$ cat src/rtl/uart_tx_framer.sv
// UART transmit framer: 8N1 frames (start, 8 data bits LSB first, stop) launched
// on a rising edge of the transmit request level, with a one-cycle done pulse.
module uart_tx_framer #(
    parameter int CLKS_PER_BIT = 10417
) (
    input  logic       clk,
    input  logic       reset,
    input  logic       transmit,
    input  logic [7:0] data,
    output logic       txd,
    output logic       busy,
    output logic       done
);

    typedef enum logic [1:0] {IDLE, START, DATA, STOP} state_t;

    localparam logic [15:0] BAUD_LAST = 16'(CLKS_PER_BIT - 1);

    state_t      state, state_nx;
    logic [15:0] baud_cnt, baud_nx;
    logic [2:0]  bit_idx, bit_nx;
    logic [7:0]  shreg, shreg_nx;
    logic        txd_nx;
    logic        done_nx;
    logic        transmit_q;
    logic        request;
    logic        bit_end;

    assign request = transmit & ~transmit_q;
    assign bit_end = (baud_cnt == BAUD_LAST);
    assign busy    = (state != IDLE);

    always_comb begin
        state_nx = state;
        baud_nx  = baud_cnt + 16'd1;
        bit_nx   = bit_idx;
        shreg_nx = shreg;
        txd_nx   = txd;
        done_nx  = 1'b0;
        case (state)
            IDLE: begin
                baud_nx = '0;
                txd_nx  = 1'b1;
                if (request) begin
                    shreg_nx = data;
                    bit_nx   = '0;
                    txd_nx   = 1'b0;
                    state_nx = START;
                end
            end
            START: begin
                if (bit_end) begin
                    baud_nx  = '0;
                    txd_nx   = shreg[0];
                    state_nx = DATA;
                end
            end
            DATA: begin
                // shreg[0] is always the bit currently on the line
                if (bit_end) begin
                    baud_nx = '0;
                    if (bit_idx == 3'd7) begin
                        txd_nx   = 1'b1;
                        state_nx = STOP;
                    end else begin
                        bit_nx   = bit_idx + 3'd1;
                        shreg_nx = shreg >> 1;
                        txd_nx   = shreg[1];
                    end
                end
            end
            STOP: begin
                if (bit_end) begin
                    baud_nx  = '0;
                    done_nx  = 1'b1;
                    state_nx = IDLE;
                end
            end
            default: begin
                baud_nx  = '0;
                txd_nx   = 1'b1;
                state_nx = IDLE;
            end
        endcase
    end

    // transmit_q resets high so a level already asserted at release is not a request
    always_ff @(posedge clk or posedge reset) begin
        if (reset) begin
            state      <= IDLE;
            baud_cnt   <= '0;
            bit_idx    <= '0;
            shreg      <= '0;
            txd        <= 1'b1;
            done       <= 1'b0;
            transmit_q <= 1'b1;
        end else begin
            state      <= state_nx;
            baud_cnt   <= baud_nx;
            bit_idx    <= bit_nx;
            shreg      <= shreg_nx;
            txd        <= txd_nx;
            done       <= done_nx;
            transmit_q <= transmit;
        end
    end

endmodule

$ cat config.mk
export PLATFORM = sky130hd
export DESIGN_NAME = uart_tx_framer
export DESIGN_NICKNAME = d
export VERILOG_FILES = /design/src/rtl/uart_tx_framer.sv
export SDC_FILE = /design/constraint.sdc
export NUM_CORES = 1
export LEC_CHECK = 0
export ABC_AREA = 1
export ABC_CLOCK_PERIOD_IN_PS = 1500
export BUFFER_PORTS_ARGS = -buffer_cell sky130_fd_sc_hd__clkbuf_2
export CAP_MARGIN = 40
export CORE_ASPECT_RATIO = 1.4
export CORE_MARGIN = 5
export CORE_UTILIZATION = 25
export DETAILED_ROUTE_END_ITERATION = 7
export GPL_TIMING_DRIVEN = 0
export PLACE_DENSITY_LB_ADDON = 0.15
export RECOVER_POWER = 100
export SLEW_MARGIN = 20
export SYNTH_ARGS = -nofsm -noshare
export SYNTH_HDL_FRONTEND = slang
export SYNTH_SLANG_ARGS = --single-unit
$ cat constraint.sdc
create_clock -name clk -period 1.5 [get_ports clk]
set_input_delay 0.3 -clock clk [delete_from_list [all_inputs] [get_ports clk]]
set_output_delay 0.3 -clock clk [all_outputs]
set_load 0.05 [all_outputs]
* Word level (Yosys, flattened, before mapping)
Cells that the tools add are included.
** Word-level totals
- Register bits after elaboration :: 32
- Output and inout port bits :: 3
- Word-level logic and storage cells :: 53
** Operators by class
- Add/sub/neg operators :: 2
- Equal/unequal tests :: 11
- Muxes and demuxes :: 23
- Bitwise operators :: 2
- Reductions and logical operators :: 8
** Operator list (count)
- $pmux 16 s2 :: 1
- $mux 8 :: 3
- $add 16x1->16 const B :: 1
- $eq 16x14->1 const B :: 1
- $mux 16 :: 1
- $pmux 8 s2 :: 1
- $ne 2x2->1 const B :: 6
- $mux 2 :: 5
- $mux 3 :: 3
- $pmux 2 s4 :: 1
- $mux 1 :: 6
- $pmux 3 s2 :: 1
- $reduce_and 5->1 :: 1
- $eq 2x2->1 const B :: 2
- $reduce_and 4->1 :: 1
- $reduce_bool 2->1 :: 2
- $add 3x1->3 const B :: 1
- $eq 3x3->1 const B :: 1
- $pmux 1 s3 :: 1
- $reduce_and 3->1 :: 1
- $reduce_bool 3->1 :: 1
- $reduce_or 3->1 :: 1
- $eq 2x1->1 const B :: 1
- $logic_not 2->1 :: 1
- other kinds (2) :: 2

* Logic depth before layout (Yosys ltp)
- Depth in word-level cells :: 4
- Depth in mapped cells :: 10
- Mapped depth without buffers :: 9

* Worst setup path after synthesis
OpenSTA, ideal clock, no wires.
- Path type :: flip-flop to flip-flop
- Start point :: register state[0]
- End point :: register bit_idx[0]
- Library setup time :: 0.116 ns
- Data arrival time :: 1.620 ns
- Required time :: 1.384 ns
- Path slack :: -0.237 ns
- Cell stages (with the launch flop) :: 10
- Path through :: dfrtp_1 > inv_1 > ha_1 > inv_1 > a21oi_1 > a21oi_4 > nand2_2 > buf_6 > nand2_1 > nand2_1
** On the way
- Word-level cells in the longest chain between the ends :: 3
- Elaborated cells on any way between the ends :: 8
- Classes of those cells :: 4 x eq/ne; 1 x mux; 3 x reduce/logical
** RTL lines
- start, declared :: line 19 : state_t state, state_nx;
- start signal, assigned :: line 98 : state <= state_nx;
- $eq 2x2->1 / $logic_not 2->1 (equally long branches) :: line 40 : case (state)
- $ne 2x2->1 (no line) / $reduce_bool 2->1 (equally long branches)
- $reduce_and 4->1 (no line)
- end signal, assigned :: line 100 : bit_idx <= bit_nx;
- end, declared :: line 21 : logic [2:0] bit_idx, bit_nx;
Several ways; a longest one is shown, not always the timed one.
A chain may end at the register's enable or synchronous reset.

* Worst setup path after layout
- Start point :: register state[0]
- End point :: register shreg[7]
** On the way
- Word-level cells in the longest chain between the ends :: 3
- Elaborated cells on any way between the ends :: 8
- Classes of those cells :: 4 x eq/ne; 1 x mux; 3 x reduce/logical
** RTL lines
- $eq 2x2->1 / $logic_not 2->1 (equally long branches) :: line 40
- $ne 2x2->1 (no line) / $reduce_bool 2->1 (equally long branches)
- $reduce_and 4->1 (no line)
- end signal, assigned :: line 101 : shreg <= shreg_nx;
- end, declared :: line 22 : logic [7:0] shreg, shreg_nx;
Several ways; a longest one is shown, not always the timed one.

==> results.json <==
{
  "ff2ff_path_depth": 9,
  "internal_power_mw": 2.435,
  "seq_area_um2": 805.8,
  "fill_cells": 763,
  "power_mw": 4.233,
  "worstPathArrival_ns": 1.73,
  "end_kind": "register",
  "vias": 1515,
  "synth_top_area_frac": 0.4161,
  "grt_max_degree": 33,
  "status": "complete, but fails checks",
  "synthAdderAreaFrac": 0.06935,
  "overflow": 0,
  "multi_input_area_mm2": 0.001022,
  "die_h_um": 110.5,
  "critPathLaunchType": "register",
  "hold_depth": 1,
  "grt_setup_unrepaired": "yes",
  "synth_area_leader_cell": "dfrtp_1",
  "dieArea_mm2": 0.009040,
  "cts.htree.levels": 2,
  "period_needed_ns": 1.561,
  "cts_tree": "yes",
  "portBuffers": 13,
  "setup_ws_ns": -0.06095,
  "fin_hold_ws_ns": 0.1396,
  "layout-drive-gt1-share": 0.3308,
  "p_leak_nw": 1.107,
  "syn-num-nets": 245,
  "drc_errors": 0,
  "clockRootBuffer": "clkbuf_8",
  "clockPowerShare": 0.168,
  "setup_viol": 15,
  "antenna_left": 0,
  "die_x_um": 81.80,
  "cts_made_buffers": 5,
  "clk_pin_slew_ns": 0.07,
  "path_max_fanout": 5,
  "syn_to_final_growth_pct": 30.93,
  "wl_um": 4425,
  "synthTopCellsByArea": "dfrtp_1, nand2_1, ha_1",
  "synth.avg_cell_area_um2": 8.055,
  "worstPathRequired_ns": 1.67,
  "maxSlewHeadroom": 0.1293,
  "finalMaxSlewViolations": 0,
  "hp-class": "in -> reg",
  "critPathKind": "reg -> reg",
  "cts_buffer_depth": 2,
  "switching_share": 0.4246,
  "finClkSkew_ns": 0.009175,
  "p_sw_mw": 1.797,
  "numClockSinks": 32,
  "post-route-util": 0.3384,
  "cts_hold_buf": 0,
  "start_util": 0.2584,
  "place_congestion": 0.7370,
  "synth-xor-area-share": 0.01942,
  "netlist_area_mm2": 0.001804,
  "comb_power_share": 0.536,
  "hp-start": "transmit",
  "yosys.area_share.simple": 0.3384,
  "p_seq_frac": 0.296,
  "drtIter0Drc": 67,
  "rows": 36,
  "viasPerCell": 4.268,
  "synth_top_family_by_area": "simple AND/OR/NAND/NOR gates",
  "nets": 280,
  "ys_ff_latch": 32,
  "period_share": 1.041,
  "synth_cell_types": 26,
  "grt_antenna_before_repair": 0,
  "hold_end": "transmit_q",
  "worst_slew_pin_slew_ns": 1.305,
  "grt_pass1_vias": 1538,
  "ys_seq_area_frac": 0.4452,
  "final_cell_area_mm2": 0.002362,
  "first_pass_iters": 4,
  "post_drt_wl_per_cell_um": 12.46,
  "r2r-end": "shreg[7]",
  "grtUsageTotal": 0.1035,
  "placed_cell_area_mm2": 0.002011,
  "r2r_start": "state[0]",
  "vdd_drop_max_mv": 0.7051,
  "ios": 14,
  "violations": "negative setup slack",
  "max_freq_mhz": 640.6,
  "syn_inst": 224,
  "synth_compound_area_frac": 0.05895,
  "power_density_mw_per_mm2": 1792,
  "max_cap_violations": 0,
  "grt_pass1_wl_um": 7362,
  "r2r_slack_ns": -0.06,
  "core-area_mm2": 0.006982,
  "layout_common_cells": "nand2_1, dfrtp_1, nor2_1",
  "layout_commonest_cell": "nand2_1",
  "post-dp-hpwl_um": 2927,
  "ys_warn_count": 0,
  "num_antenna_cells": 0,
  "worstSkewPairLatency_ns": 0.28,
  "finalHoldViolCount": 0,
  "synthMuxAreaShare": 0
}
Yosys cell counts (all sizes together):
library cell  instances
nand3                22
a21oi                10
nand3b                1
o21ai                 2
dfstp                 2
or2                   1
a211oi                1
clkinv                1
o21bai                1
a2bb2oi               1
nand2                71
xnor2                 1
xor2                  3
dfrtp                30
nor2                 36
buf                   3
nor3                  5
ha                   10
inv                  23
worst max path at each step:
stage	slack, ns	endpoint	start
after floorplan	-0.04	state[1]	state[1]
after global placement	-0.28	state[1]	state[0]
after detailed placement	-0.27	state[1]	state[0]
after CTS	-0.08	shreg[1]	baud_cnt[0]
after global routing	-0.15	shreg[1]	baud_cnt[0]
final	-0.06	shreg[7]	state[0]
critical path, cell delays in order, from the launching register on:
cell and delay (ns):
dfrtp_2 0.46, inv_4 0.10, ha_4 0.16, clkinvlp_4 0.10
a21oi_2 0.19, a21oi_4 0.07, buf_4 0.14, buf_6 0.11
nand3b_1 0.07, nand2_1 0.05
state kept, by name, summed over array words and instances (netlist names):
signal	flops
baud_cnt	16
bit_idx	3
done	1
shreg	8
state	2
transmit_q	1
txd	1
per-layer routing:
metal / up-vias / global-route usage / share of wire
met5: - / 0 / 0
met4: 0 / 0.02993 / 0.010
met3: 4 / 0.02036 / 0.024
met2: 20 / 0.1775 / 0.54
met1: 722 / 0.1277 / 0.42
li1: 769 / - / -
through the flow:
stage	worst slack, ns	std cells	TNS (ns)
3_3_place_gp	-0.2791	332	-6.510
4_1_cts	-0.08262	349	-0.9611
3_5_place_dp	-0.2672	332	-3.745
5_1_grt	-0.1518	355	-2.421
6_report	-0.06095	355	-0.7125
2_1_floorplan	-0.03972	224	-0.4423
cells by family (layout without fill, tap and decap cells):
| group | count (synthesis) | count (layout) |
|---|---|---|
| adder cells (fa/ha/maj) | 10 | 10 |
| AND/OR/NAND/NOR | 136 | 136 |
| XOR/XNOR | 4 | 4 |
| buffers and inverters | 27 | 63 |
| flip-flops | 32 | 32 |
| AO/OA/AOI/OAI | 15 | 15 |
power by group through the flow:
stage	logic, mW	registers [mW]	clock network [mW]
final	2.27	1.25	0.709
after global routing	2.51	1.28	0.768
after CTS	1.98	1.25	0.738
after detailed placement	1.73	1.26	0
after global placement	1.72	1.26	0
after floorplan	1.29	1.27	0
layout make-up:
class                      count  share of cell area
timing repair buffer          28             0.08051
inverter                      24             0.04290
buffer                         3             0.01430
sequential                    32              0.3411
tap                           95             0.05032
multi-input combinational    165              0.4327
clock buffer                   8             0.03814
timing repair:
action                                  4_1_cts  5_1_grt
gates resized for setup                      14       27
setup buffers                                 9        6
cloned                                        0        1
endpoints found under the hold margin         0        0
pin swaps                                     5       11
endpoints found under the setup margin       24       23
No activity file was read; power rests on OpenSTA's default activity.
